## config.mk

```make
export PLATFORM = sky130hd
export DESIGN_NAME = pipeline_hazard_ctrl
export DESIGN_NICKNAME = d
export VERILOG_FILES = /design/src/rtl/pipeline_pkg.sv /design/src/rtl/hazard_detect.sv /design/src/rtl/pipeline_hazard_ctrl.sv
export SDC_FILE = /design/constraint.sdc
export NUM_CORES = 1
export LEC_CHECK = 0
export ABC_CLOCK_PERIOD_IN_PS = 2890
export CAP_MARGIN = 10
export CORE_UTILIZATION = 50
export CTS_BUF_LIST = sky130_fd_sc_hd__clkbuf_4
export DETAILED_ROUTE_END_ITERATION = 12
export PLACE_DENSITY = 0.82
export SYNTH_ARGS = -nofsm -noshare
export SYNTH_HDL_FRONTEND = slang
export SYNTH_HIERARCHICAL = 1
export SYNTH_SLANG_ARGS = --single-unit
```

## constraint.sdc

```tcl
create_clock -name clk -period 2.89 [get_ports clk]
set_input_delay 0.578 -clock clk [delete_from_list [all_inputs] [get_ports clk]]
set_output_delay 0.578 -clock clk [all_outputs]
set_load 0.03 [all_outputs]
```

## src/rtl/pipeline_pkg.sv

```systemverilog
// Shared types for the pipeline hazard sequencer.
// Holds the FSM state encoding, the x0 register index and the per-stage control pair.
package pipeline_pkg;

  typedef enum logic [1:0] {
    RUN      = 2'd0,
    MEM_WAIT = 2'd1,
    ERROR    = 2'd2
  } hazState_t;

  localparam logic [4:0] REG_ZERO = 5'd0;

  typedef struct packed {
    logic stall;
    logic flush;
  } stageCtrl_t;

endpackage

```

## src/rtl/hazard_detect.sv

```systemverilog
// Load-use hazard compare between the load sitting in EX and the operands read in ID.
// A load to x0 never creates a hazard because x0 is hardwired to zero.
module hazard_detect
  import pipeline_pkg::*;
(
  input  logic [4:0] idRs1,
  input  logic [4:0] idRs2,
  input  logic       exMemRead,
  input  logic [4:0] exRd,
  output logic       loadUse
);

  assign loadUse = exMemRead && (exRd != REG_ZERO) &&
                   ((exRd == idRs1) || (exRd == idRs2));

endmodule

```

## src/rtl/pipeline_hazard_ctrl.sv

```systemverilog
// Central stall/flush sequencer for the 5-stage pipeline: load-use bubbles, branch squashes,
// data-memory wait stalls with a timeout error state, and a saturating stall-cycle counter.
module pipeline_hazard_ctrl
  import pipeline_pkg::*;
#(
  parameter int MAX_WAIT    = 16,
  parameter int STALL_CNT_W = 32
) (
  input  logic                   clk,
  input  logic                   reset,
  input  logic [4:0]             id_rs1,
  input  logic [4:0]             id_rs2,
  input  logic                   ex_memRead,
  input  logic [4:0]             ex_rd,
  input  logic                   ex_branchTaken,
  input  logic                   mem_req,
  input  logic                   mem_ready,
  input  logic                   err_clear,
  output logic                   pc_stall,
  output logic                   if_id_stall,
  output logic                   if_id_flush,
  output logic                   id_ex_stall,
  output logic                   id_ex_flush,
  output logic                   ex_mem_stall,
  output logic                   ex_mem_flush,
  output logic                   mem_wb_stall,
  output logic                   mem_wb_flush,
  output logic                   mem_timeout,
  output logic [STALL_CNT_W-1:0] stall_count
);

  localparam int WAIT_W = $clog2(MAX_WAIT + 1);

  hazState_t         state, nextState;
  logic [WAIT_W-1:0] waitCnt, nextWaitCnt;
  logic              loadUse;
  logic              memWait;
  logic              pcStall;
  stageCtrl_t        ifIdCtrl, idExCtrl, exMemCtrl, memWbCtrl;

  hazard_detect uHazardDetect (
    .idRs1     (id_rs1),
    .idRs2     (id_rs2),
    .exMemRead (ex_memRead),
    .exRd      (ex_rd),
    .loadUse   (loadUse)
  );

  assign memWait = mem_req && !mem_ready;

  always_ff @(posedge clk or negedge reset) begin
    if (!reset) begin
      state       <= RUN;
      waitCnt     <= '0;
      mem_timeout <= 1'b0;
    end else begin
      state       <= nextState;
      waitCnt     <= nextWaitCnt;
      mem_timeout <= (nextState == ERROR);
    end
  end

  always_comb begin
    nextState   = state;
    nextWaitCnt = waitCnt;
    case (state)
      RUN: begin
        if (memWait) begin
          nextState   = MEM_WAIT;
          nextWaitCnt = WAIT_W'(1);
        end
      end
      MEM_WAIT: begin
        if (!memWait) begin
          nextState   = RUN;
          nextWaitCnt = '0;
        end else if (waitCnt == WAIT_W'(MAX_WAIT - 1)) begin
          nextState = ERROR;
        end else begin
          nextWaitCnt = waitCnt + WAIT_W'(1);
        end
      end
      ERROR: begin
        if (err_clear) begin
          nextState   = RUN;
          nextWaitCnt = '0;
        end
      end
      default: begin
        nextState   = RUN;
        nextWaitCnt = '0;
      end
    endcase
  end

  // Priority mux; forced quiet while reset is held so the pipeline sees no stray stalls.
  always_comb begin
    pcStall   = 1'b0;
    ifIdCtrl  = '0;
    idExCtrl  = '0;
    exMemCtrl = '0;
    memWbCtrl = '0;
    if (!reset) begin
      pcStall = 1'b0;
    end else if (state == ERROR || memWait) begin
      pcStall         = 1'b1;
      ifIdCtrl.stall  = 1'b1;
      idExCtrl.stall  = 1'b1;
      exMemCtrl.stall = 1'b1;
      memWbCtrl.flush = 1'b1;
    end else if (ex_branchTaken) begin
      ifIdCtrl.flush = 1'b1;
      idExCtrl.flush = 1'b1;
    end else if (loadUse) begin
      pcStall        = 1'b1;
      ifIdCtrl.stall = 1'b1;
      idExCtrl.flush = 1'b1;
    end
  end

  assign pc_stall     = pcStall;
  assign if_id_stall  = ifIdCtrl.stall;
  assign if_id_flush  = ifIdCtrl.flush;
  assign id_ex_stall  = idExCtrl.stall;
  assign id_ex_flush  = idExCtrl.flush;
  assign ex_mem_stall = exMemCtrl.stall;
  assign ex_mem_flush = exMemCtrl.flush;
  assign mem_wb_stall = memWbCtrl.stall;
  assign mem_wb_flush = memWbCtrl.flush;

  always_ff @(posedge clk or negedge reset) begin
    if (!reset) begin
      stall_count <= '0;
    end else if (pcStall && (stall_count != '1)) begin
      stall_count <= stall_count + STALL_CNT_W'(1);
    end
  end

endmodule

```

# == Word level (Yosys, flattened, before mapping) ==
# Cells that the tools add are included.
# word_totals
regBits,40
input_bits,22
out_inout_bits,42
wordCells,48
# op_classes
add_sub_neg,2
n_eq_ne,10
n_mux,22
reduce_logical,10
# ops
op,n
$add 32x1->32 const B,1
$ne 32x32->1 const B,1
$mux 5,4
$pmux 5 s3,1
$mux 2,6
$eq 5x5->1,2
$mux 1,10
$pmux 2 s3,1
$add 5x1->5 const B,1
$eq 5x4->1 const B,1
$reduce_bool 5->1,1
$eq 2x2->1 const B,2
$logic_and 1x1->1,4
$ne 2x2->1 const B,2
$ne 3x3->1 const B,1
$reduce_and 3->1,1
$eq 2x1->1 const B,1
$logic_not 2->1,1
$logic_or 1x1->1,2
$logic_not 1->1,1

# == Logic depth before layout (Yosys ltp) ==
# Gate-level depths: netlist of run 1.
# depth
depth_word,8
mapped_depth,11
mapped_depth_nobuf,10

# == Hierarchy ==
# Netlist of run 1, hierarchy kept.
# by_module_without_submodules
module,instances,cells_per_inst,area_each_um2,seq_area_each_um2
pipeline_hazard_ctrl,1,211,2197.1,1001.0
hazard_detect,1,17,125.1,0.0

# == Worst setup path before layout of run 1 ==
# Ideal clock, no wire load.
# synth_path
kind,input port to output port
from,input ex_rd[1]
to,output pc_stall
arrival_time_ps,2243
required_time_ps,2312
path_slack_ps,69
stages,8
path_buffers,2
path_cell_list,or4_1 > o21ai_1 > a21oi_1 > nor2b_1 > o31ai_4 > inv_1 > buf_2 > buf_4
# synth_via
elab_chain_len,7
word_cells_on_any_way,10
classes_between,eq/ne: 2; mux: 4; reduce/logical: 4
# synth_lines
element,line_no,rtl
from (decl),pipeline_hazard_ctrl.sv:14,"input logic [4:0] ex_rd,"
$eq 5x5->1 / $reduce_bool 5->1 (equally long branches),"hazard_detect.sv:14, hazard_detect.sv:13",
$logic_or 1x1->1 / $logic_and 1x1->1 (equally long branches),"hazard_detect.sv:14, hazard_detect.sv:13",
$logic_and 1x1->1 (*),hazard_detect.sv:13,assign loadUse = exMemRead && (exRd != REG_ZERO) &&
named net loadUse,pipeline_hazard_ctrl.sv:36,logic loadUse;
$mux 1 (*),pipeline_hazard_ctrl.sv:114,end else if (loadUse) begin
$mux 1 (*),pipeline_hazard_ctrl.sv:111,end else if (ex_branchTaken) begin
$mux 1 (*),pipeline_hazard_ctrl.sv:105,end else if (state == ERROR || memWait) begin
$mux 1 (*),pipeline_hazard_ctrl.sv:103,if (!reset) begin
to (decl),pipeline_hazard_ctrl.sv:19,"output logic pc_stall,"
# Mark *: on every way through the listed nets, which the timed path passes. The rest lies on a longest branch.

# == Final worst setup path of run 1 ==
# layout_path
from,input ex_rd[4]
to,output pc_stall
# Same word-level chain as after synthesis.

==> reports/results.env, run 1 <==
SYNTHMOSTINSTANTIATEDCELL='dfrtp_1'
TIMING.CRITICAL_PATH.REQUIRED_NS=2.31
DETAIL_ROUTE.WL_PER_CELL_UM=14.8
R2R_SETUP_SLACK_NS=0.61
PATH_TYPE_OF_THE_WORST_MIN_DELAY_PATH='input port to async pin'
AREA_GROWTH_SYN_TO_LAYOUT_PCT=35.7
YS_SEQ_ELEMENTS=40
STANDBY_LEAKAGE_POWER_uW=0.00137
SYNTHTOPCELLSBYCOUNT='40 x dfrtp_1, 27 x xnor2_1, 19 x nand3_1, 19 x nand4_1, 17 x nand2_1'
DRT_FIRST_PASS_ITERS=4
SLOWEST_DELAY_NS=0.52
CRIT_PATH_CELL_TRACE='dlygate4sd2_1, or4_4, o21ai_2, a21oi_2, nor2b_4, o31ai_4, inv_2, buf_4'
SYNTH_TOP_CELL_AREA_SHARE_PCT=43.1
INITIAL_CORE_UTIL_PCT=52.6
GRT-OVFL-TOTAL=0
DPL.CELL_COUNT=349
TOP_ROUTING_LAYER_USED='met4'
PORTBUFFERS=61
CTS.CLK_SLEW.WORST_PATHS_NS=0.13
WORSTPATHARRIVAL_NS=2.20
ROUTED-VIA-COUNT=1985
ROW_COUNT=24
GRT_USE_TOTAL_PCT=23.1
GRT_START_MAX_NET_PINS=23
YOSYS-TOP-CELLS-AREA='dfrtp_1 43%, xnor2_1 10%, nand4_1 5.1%, nand3_1 4.1%, xor2_1 3.8%'
FLOORPLAN.DIE_AREA_MM2=0.00492
FIN_NETS=331
R2R-START='stall_count[0]$_DFFE_PN0P_'
CTS_TREE='done'
DRV_SLEW=0
GRT_SETUP_UNREPAIRED='no'
PLACED_AREA_MM2=0.00304
LAYOUT-DRIVE-GT1-SHARE_PCT=17.6
GRT_PASS1_WL_MM=8.97
FIN_HOLD_WS_NS=0.0922
POWER.SEQUENTIAL.FRACTION_PCT=47.5
POWER.IR.VDD_WORST_V=0.000259
POWER.SWITCHING_FRACTION_PCT=32.1
POST_SYNTH_INST_COUNT=228
MAX-SLEW-MARGIN-REL_PCT=64.1
COMB_POWER_SHARE_PCT=25.5
CP-ENDPOINT='pc_stall'
NUMBER_OF_FILLERS_IN_THE_FINAL_LAYOUT=344
CP-END-KIND='output port'
FIN_CELLS=359
FINALCRITICALPERIOD_NS=2.78
CORE_REGION_AREA_MM2=0.00441
TOTAL_SWITCHING_POWER_uW=444
FINISH.UTILIZATION_PCT=71.4
TIMING.CRITICAL_PATH.SLOWEST_STAGE_CELL='or4_4'
OUTCOME='finished clean'
CTS_HOLD_BUFFERS=0
FINAL.PERIOD_UTILIZATION_PCT=96.2
SYN-MEAN-INSTANCE-AREA_UM2=10.2
SETUP.WORST_PATH.START='ex_rd[4]'
MET1_ROUTED_LENGTH_MM=2.31
SETUP_TOTAL_NEGATIVE_SLACK_NS=0
CTSHTREEMAXLEVEL=2
WIRELENGTH_MM=5.32
AVGVIACOUNTPERCELL=5.53
ANTENNA_CELLS=0
CLOCK.FMAX_GHz=0.360
FINALHOLDVIOLATIONS=0
SHARE_CLK_OF_TOTAL_POWER_PCT=27.0
YS_TYPES=50
FIRST_GLOBAL_VIAS=1967
SYNTH-EDFF-COUNT=0
SYNTH-ASYNC-RESET-RATIO_PCT=100
DETAILED_PLACE_HPWL_MM=4.07
WORSTSETUPPATHTYPE='input port to output port'
CP_MAX_FO=3
ROOT_BUFFER='clkbuf_4'
DIE_HEIGHT_UM=70.2
YOSYS_WARNINGS=6
WORST_CLOCK_SKEW_NS=0.0125
STARTPOINT_TYPE='input port'
FINAL_DESIGN_AREA_NO_FILL_MM2=0.00315
IOPINCOUNT=64
CTS.SINKS=40
P_INT_uW=939
SYNTHFLOPTYPE='dfrtp_1'
DRC=0
CAP_VIOL_MAX_COUNT=0
CHIPWIDTH_UM=70.2
CTS_MADE_BUFFERS=5
YS_SEQ_AREA_SHARE_PCT=43.1
CLOCKBUFFERDEPTH=2
ANT_NETS=0
INITIAL_ANTENNA_VIOLATION_COUNT=0
TIGHTEST_SLEW_NS=0.535
SETUP_VIOL_COUNT_FINAL=0
INSERTION_DELAY_NS=0.35
NETLIST.TOP_CELL.BY_AREA='dfrtp_1'
DRT-INITIAL-DRC-COUNT=102
ROUTED-WL-MET2_MM=2.68
SYNTHESIS.AREA_MM2=0.00232
R2R-END='stall_count[1]$_DFFE_PN0P_'
MET3_WIRELENGTH_UM=247
RR_WORST_DEPTH=6
POWER-PER-CELL-AREA_mW_PER_MM2=439
WEIGHTED_CONGESTION_AT_THE_END_OF_ROUTABILITY_DRIVEN_GLOBAL_PLACEMENT=0.913
power by group through the flow:
stage	Combinational, uW	Sequential, uW	Clock (uW)
finish	352	658	373
detailed placement	352	668	0
floorplan	129	727	0
global placement	343	665	0
global route	377	665	411
CTS	353	657	387
cell families (layout without fill, tap and decap cells):
| logic type | after synthesis | in the layout | share of synthesized area (%) |
|---|---|---|---|
| simple gates | 105 | 105 | 27.3 |
| flops | 40 | 40 | 43.1 |
| xor+xnor | 37 | 37 | 14.0 |
| compound gates | 23 | 23 | 8.24 |
| buf+inv | 16 | 94 | 4.15 |
| fa+ha+maj | 3 | 3 | 1.62 |
| mux | 3 | 3 | 1.45 |
| other cells | 1 | 2 | 0.161 |
repair_timing:
item                                    CTS  global route
pin swaps                                 2             1
gates resized for setup                  10             4
endpoints found under the setup margin    3             3
gates cloned                              0             0
buffers inserted                          1             1
critical path: cells and delay by family:
| family | cells | cell delay, ns |
|---|---|---|
| AND/OR/NAND/NOR | 2 | 0.65 |
| AO/OA/AOI/OAI | 3 | 0.43 |
| buffers and inverters | 3 | 0.55 |
final cells by class:
type / count / area (um2) / share of cell area [%]
multi-input cells: 173 / 1250 / 39.6
flip-flops and latches: 40 / 1000 / 31.8
repair buffers: 80 / 734 / 23.3
well taps: 52 / 65.1 / 2.07
clock inverters: 3 / 42.5 / 1.35
clock buffers: 5 / 37.5 / 1.19
inverters: 6 / 22.5 / 0.715
metal layers:
metal  vias up  global-route usage (%)
met4         0                    9.33
li1        968                       -
met5         -                       0
met3         7                    4.62
met2        59                    38.8
met1       951                    29.0
registers in the layout, summed over array words and instances, names as in the netlist:
register	cells
waitCnt	5
state	2
mem_timeout	1
stall_count	32
per-stage QoR:
step | worst slack [ns] | power (uW)
after floorplan | 0.0693 | 856
after global placement | -0.236 | 1010
after detailed placement | -0.242 | 1020
after CTS | 0.00128 | 1400
after global routing | 0.0386 | 1450
final | 0.110 | 1380
cell usage in the layout (no fill, tap or decap), types with 3 or more instances in the layout:
master	count
a21oi_1	3
and2_1	3
and3_1	9
and4_4	3
buf_4	24
clkbuf_4	5
clkdlybuf4s50_1	48
dfrtp_1	40
dlygate4sd2_1	4
ha_1	3
inv_1	5
nand2_1	17
nand3_1	19
nand4_1	19
nor2_1	7
nor3_1	8
o21ai_0	5
o22ai_1	3
xnor2_1	27
xor2_1	10
how the worst min path moves through the flow:
stage	from	endpoint	slack [ns]	depth (start not counted)
after floorplan	reset	mem_timeout$_DFF_PN0_	0.28	0
after CTS	reset	stall_count[8]$_DFFE_PN0P_	0.08	1
after detailed placement	stall_count[20]$_DFFE_PN0P_	stall_count[20]$_DFFE_PN0P_	0.48	1
after global placement	waitCnt[4]$_DFFE_PN0P_	waitCnt[4]$_DFFE_PN0P_	0.46	2
after global routing	reset	stall_count[8]$_DFFE_PN0P_	0.09	1
final	reset	stall_count[12]$_DFFE_PN0P_	0.09	1
Note: power is estimated with default switching activity, not from simulation.
==> inputs of run 2 (changes only) <==
--- a/config.mk
+++ b/config.mk
@@ -10,6 +10,7 @@
 export CORE_UTILIZATION = 50
 export CTS_BUF_LIST = sky130_fd_sc_hd__clkbuf_4
 export DETAILED_ROUTE_END_ITERATION = 12
+export HOLD_SLACK_MARGIN = 0.08
 export PLACE_DENSITY = 0.82
 export SYNTH_ARGS = -nofsm -noshare
 export SYNTH_HDL_FRONTEND = slang
==> results of run 2 <==
Final layout, timing and power as in run 1 (identical DEF).
==> patch 1, RTL diff (settings of run 2) <==
Set the package constant `REG_ZERO` to 5'd1 (it was 5'd0).
--- a/src/rtl/pipeline_pkg.sv
+++ b/src/rtl/pipeline_pkg.sv
@@ -10,3 +10,3 @@
 
-  localparam logic [4:0] REG_ZERO = 5'd0;
+  localparam logic [4:0] REG_ZERO = 5'd1;
 
Behaviour: not the same (Yosys sat finds a counterexample within 4 cycles, from zero or initial values and one cycle with reset low).
==> patch 1 against run 2 <==
Highest routed layer unchanged; via count shrank 0.81%; power decreased by 8.3%; sequential cell count unchanged; design area decreased by 2.5%; die area is essentially flat; sequential share of layout area increased by 0.80 points; setup slack better by 0.0011 ns; area after synthesis increased by 0.11%; routed wire length shrank 4.6%; maximum frequency barely moved.
==> patch 1: results (changes against run 2) <==
gpl congestion 0.879 (was 0.913); placed cells 346 (was 349); Seq/Total Area, Yosys 43.1% (about the same); clock-pin slew on the worst setup and hold paths ~0.12 ns; vias per inst 5.56 (was 5.53); Num CTS Buffers 5 (unchanged); ys flop type dfrtp_1 (unchanged); initial DRC count 84 (was 102); global-route usage over all layers 22.5% (was 23.1%); first-pass GRT wire length 8720 µm (was 8970 µm); synth unique cells 50 (unchanged); Synth area leaders dfrtp_1 (43%), xnor2_1 (10%), nand4_1 (5.1%) (unchanged); final setup fails 0 (unchanged); clock skew 0.0108 ns (was 0.0125 ns); initial antenna violation count 0 (unchanged); worst skew pair latency roughly 0.34 ns; Worst Hold Class in2async (unchanged); Avg WL per Cell 14.3 µm (was 14.8 µm); Antenna Violating Nets Remaining 0 (unchanged); CP max FO 3 (unchanged); asr flop ratio synth 100% (unchanged); P_sw 0.426 mW (was 0.444 mW); largest registers stall_count x32, waitCnt x5, state x2 (unchanged); critical path data arrival time 2.20 ns (about the same); peak supply drop 272 µV (was 259 µV); DR pass1 iterations 4 (unchanged); Cell Pwr Density 413 nW/µm² (was 439 nW/µm²); pin count of the biggest net entering global routing 29 (was 23); placed wire-length estimate 4020 µm (was 4070 µm); share of cells above drive strength 1 15.9% (was 17.6%); Final nets 327 (was 331); input/output buffers 61 (unchanged); vias in the first global route 1916 (was 1967); R2R Setup Slk 0.66 ns (was 0.61 ns); Syn. warnings 6 (unchanged); clk root buf clkbuf_4 (unchanged); Lkg Pwr 1.32 nW (was 1.37 nW); outcome complete, no violations (unchanged); sequential power share 51.8% (was 47.5%); Max-slew headroom 66.4% (was 64.1%); Power Clock 0.268 mW (was 0.373 mW); fin crit share 96.1% (was 96.2%); DP Area 3010 µm² (was 3040 µm²); drt total wl 5070 µm (was 5320 µm); WHS 0.160 ns (was 0.0922 ns); Max Root-Sink Buffers 2 (unchanged); Place WS -0.248 ns (was -0.242 ns)
[patch 1: logic make-up (layout without fill, tap and decap cells)]
logic type | count (synthesis) | count (layout) | synth area share, %
simple gates | 105 | 105 | 27.4
flops | 40 | 40 | 43.1
xor+xnor | 37 | 37 | 13.9
compound gates | 23 | 23 | 8.24
buf+inv | 16 | 89 | 4.14
fa+ha+maj | 3 | 3 | 1.61
mux | 3 | 3 | 1.45
other cells | 1 | 2 | 0.161
[patch 1: layer usage]
layer | vias up | global-route usage (%) | routed length [µm]
met5 | - | 0 | 0
met4 | 0 | 8.00 | 67
met3 | 9 | 4.91 | 191
met2 | 56 | 38.4 | 2550
met1 | 942 | 27.9 | 2270
li1 | 962 | - | -
[patch 1: repair_timing]
action                     CTS  global route
gates resized for setup      6             1
setup endpoints to repair    2             2
hold buffers                 0             0
buffers inserted             1             0
[patch 1: area by class of cell]
class | count | area (µm²)
clock buffers | 5 | 37.5
well taps | 52 | 65.1
fillers | 340 | 1340
inverters | 6 | 22.5
multi-input cells | 173 | 1240
repair buffers | 76 | 696
flip-flops and latches | 40 | 1000
clock inverters | 2 | 12.5
[patch 1: worst max-delay path, cell delays in order]
cell             delay (ns)
clkdlybuf4s50_1        0.41
xor2_1                 0.16
nor3_1                 0.18
nand3_1                0.10
a21oi_1                0.21
nor2b_4                0.21
o31ai_4                0.07
inv_2                  0.11
buf_4                  0.16
[patch 1: final timing paths]
path / start / end / depth (start not counted)
setup reg to reg: stall_count[0] / stall_count[1] / 6
hold / removal: reset / stall_count[31] / 1
hold reg to reg: waitCnt[4] / waitCnt[4] / 2
max in group asynchronous: reset / stall_count[1] / 2
min in group clk: waitCnt[4] / waitCnt[4] / 2
setup / recovery: id_rs1[2] / if_id_stall / 9
==> patch 2, RTL diff (settings of run 2) <==
Without the edit above. Reset style: synchronous (`reset`), changed in 2 clocked blocks.
--- a/src/rtl/pipeline_hazard_ctrl.sv
+++ b/src/rtl/pipeline_hazard_ctrl.sv
@@ -50,3 +50,3 @@
 
-  always_ff @(posedge clk or negedge reset) begin
+  always_ff @(posedge clk) begin
     if (!reset) begin
@@ -130,3 +130,3 @@
 
-  always_ff @(posedge clk or negedge reset) begin
+  always_ff @(posedge clk) begin
     if (!reset) begin
Formal check against the unedited RTL: differs if reset is asserted again (counterexample within 4 cycles, from zero or initial values and one cycle with reset low); with reset held inactive, the same outputs for 10 cycles.
==> patch 2 against run 2 <==
Critical path depth is the same; routed wire length is 4.3% lower; setup slack better by 0.015 ns; register-to-register slack improved by 0.18 ns; area after synthesis down 5.8%; highest routed layer unchanged; sequential cell count did not move; design area is 5.4% lower; maximum frequency grew 0.55%; sequential share of layout area is 4.9 points lower; clock skew down 0.0096 ns.
Power is not compared: it rests on default switching activity, and its combinational part moved more than twofold at a synthesized area within 25%.
==> patch 2: results (changes against run 2) <==
vias in the first global route 1872 (was 1967); max reg flops 32 (unchanged); share of cells above drive strength 1 13.7% (was 17.6%); r2r worst-path depth 8 (was 6); CP max FO 3 (unchanged); antenna fix cells 0 (unchanged); clock-pin slew on the worst setup and hold paths 0.11 ns (was 0.13 ns); Max Root-Sink Buffers 2 (unchanged); Lkg Pwr about 1.1 nW; worst flop-to-flop path endpoint waitCnt[1] (was stall_count[1]); drt total wl 5090 µm (was 5320 µm); synth unique cells 41 (was 50); clk root buf clkbuf_4 (unchanged); Worst Hold Class reg2reg (was in2async); Seq/Total Area, Yosys 36.6% (was 43.1%); initial DRC count 132 (was 102); outcome complete, no violations (unchanged); CP peak stage delay 0.54 ns (was 0.52 ns); worst skew pair latency about 0.34 ns; RR Startpoint waitCnt[0] (was stall_count[0]); delay-heaviest family, CP simple AND/OR/NAND/NOR gates (unchanged); peak supply drop between 150 and 200 µV; vias per inst 5.72 (was 5.53); asr flop ratio synth 0% (was 100%); clock skew 0.00289 ns (was 0.0125 ns); global-route usage over all layers 23.3% (was 23.1%); WHS Path Cells 2; slowest stage cell, crit path or4_1 (was or4_4); Hold Crit Endpoint waitCnt[1]; DR pass1 iterations 5 (was 4); ys flop type dfxtp_1 (was dfrtp_1); placed wire-length estimate 3660 µm (was 4070 µm); R2R Setup Slk 0.79 ns (was 0.61 ns); Synth top cells by count dfxtp_1 (40), nand2_1 (23), nor2_1 (19), or3_1 (16) (was dfrtp_1 (40), xnor2_1 (27), nand3_1 (19), nand4_1 (19), nand2_1 (17)); Syn. warnings 6 (unchanged); Synth area leaders dfxtp_1 (37%), or3_1 (4.6%), mux2i_1 (4.1%) (was dfrtp_1 (43%), xnor2_1 (10%), nand4_1 (5.1%)); Row Count 23 (was 24); Final nets 360 (was 331); FILL cells 329 (was 344); pin count of the biggest net entering global routing 24 (was 23); H-tree levels 2 (unchanged); first-pass GRT wire length 8180 µm (was 8970 µm); gpl congestion 0.789 (was 0.913); Max-slew headroom 61.4% (was 64.1%)
patch 2: logic make-up (layout without fill, tap and decap cells):
group           Yosys count  after routing  synth area share [%]
simple gates            122            122                  30.3
compound gates           56             57                  16.8
flops                    40             40                  36.6
buf+inv                  20             88                  4.69
xor+xnor                 14             14                  5.61
mux                       9              9                  4.12
fa+ha+maj                 3              3                  1.72
other cells               1              2                 0.171
patch 2: worst max path at each step:
stage                          from         endpoint  slack [ns]  cells past startpoint
final                      ex_rd[1]         pc_stall        0.13                      8
after global routing      id_rs2[3]  stall_count[14]       0.002                     12
after CTS                  ex_rd[0]         pc_stall        0.07                      9
after detailed placement   ex_rd[2]         pc_stall       -0.50                      8
after global placement     ex_rd[1]         pc_stall       -0.47                      8
after floorplan            ex_rd[0]      id_ex_flush        0.24                      6
patch 2: cell type report:
class / count / share of cell area (%)
timing repair buffer: 74 / 23.5
multi-input combinational: 207 / 44.9
clock buffer: 6 / 1.51
inverter: 7 / 0.882
sequential: 40 / 26.9
clock inverter: 1 / 0.168
tap: 50 / 2.10
patch 2: power groups by stage:
stage | logic [mW] | registers (mW) | clock network (mW)
after floorplan | 0.0583 | 0.572 | 0
final | 0.118 | 0.559 | 0.269
after global placement | 0.114 | 0.571 | 0
after global routing | 0.128 | 0.560 | 0.302
after CTS | 0.116 | 0.559 | 0.281
after detailed placement | 0.117 | 0.571 | 0
patch 2: layer usage:
layer,vias up,track usage (%),part of all wire [%]
li1,1114,-,-
met1,1004,27.9,44
met2,76,39.0,48
met3,10,6.67,5.7
met4,0,8.85,1.8
met5,-,0,0
patch 2: worst reg2reg max path: cells and delay by family, from the launching register on:
family / cells / cell delay, ns
compound gates: 3 / 0.64
simple gates: 3 / 0.64
flops: 1 / 0.35
fa+ha+maj: 2 / 0.41
patch 2: timing repair:
item / in CTS / in global routing
gates cloned: 0 / 1
setup endpoints to repair: 9 / 18
pin swaps: 2 / 1
resized for setup: 19 / 7
setup buffers: 0 / 1
patch 2: per-stage QoR:
step                      setup slack, ns  instances  TNS [ns]  hold slack, ns  cell area, µm²
after floorplan                     0.239        266         0           0.449            2190
after detailed placement           -0.500        376     -8.00           0.475            2870
final                               0.125        385         0           0.490            2980
after global placement             -0.465        376     -6.17           0.466            2870
after global routing              0.00157        385         0           0.519            2980
after CTS                          0.0659        383         0           0.491            2920
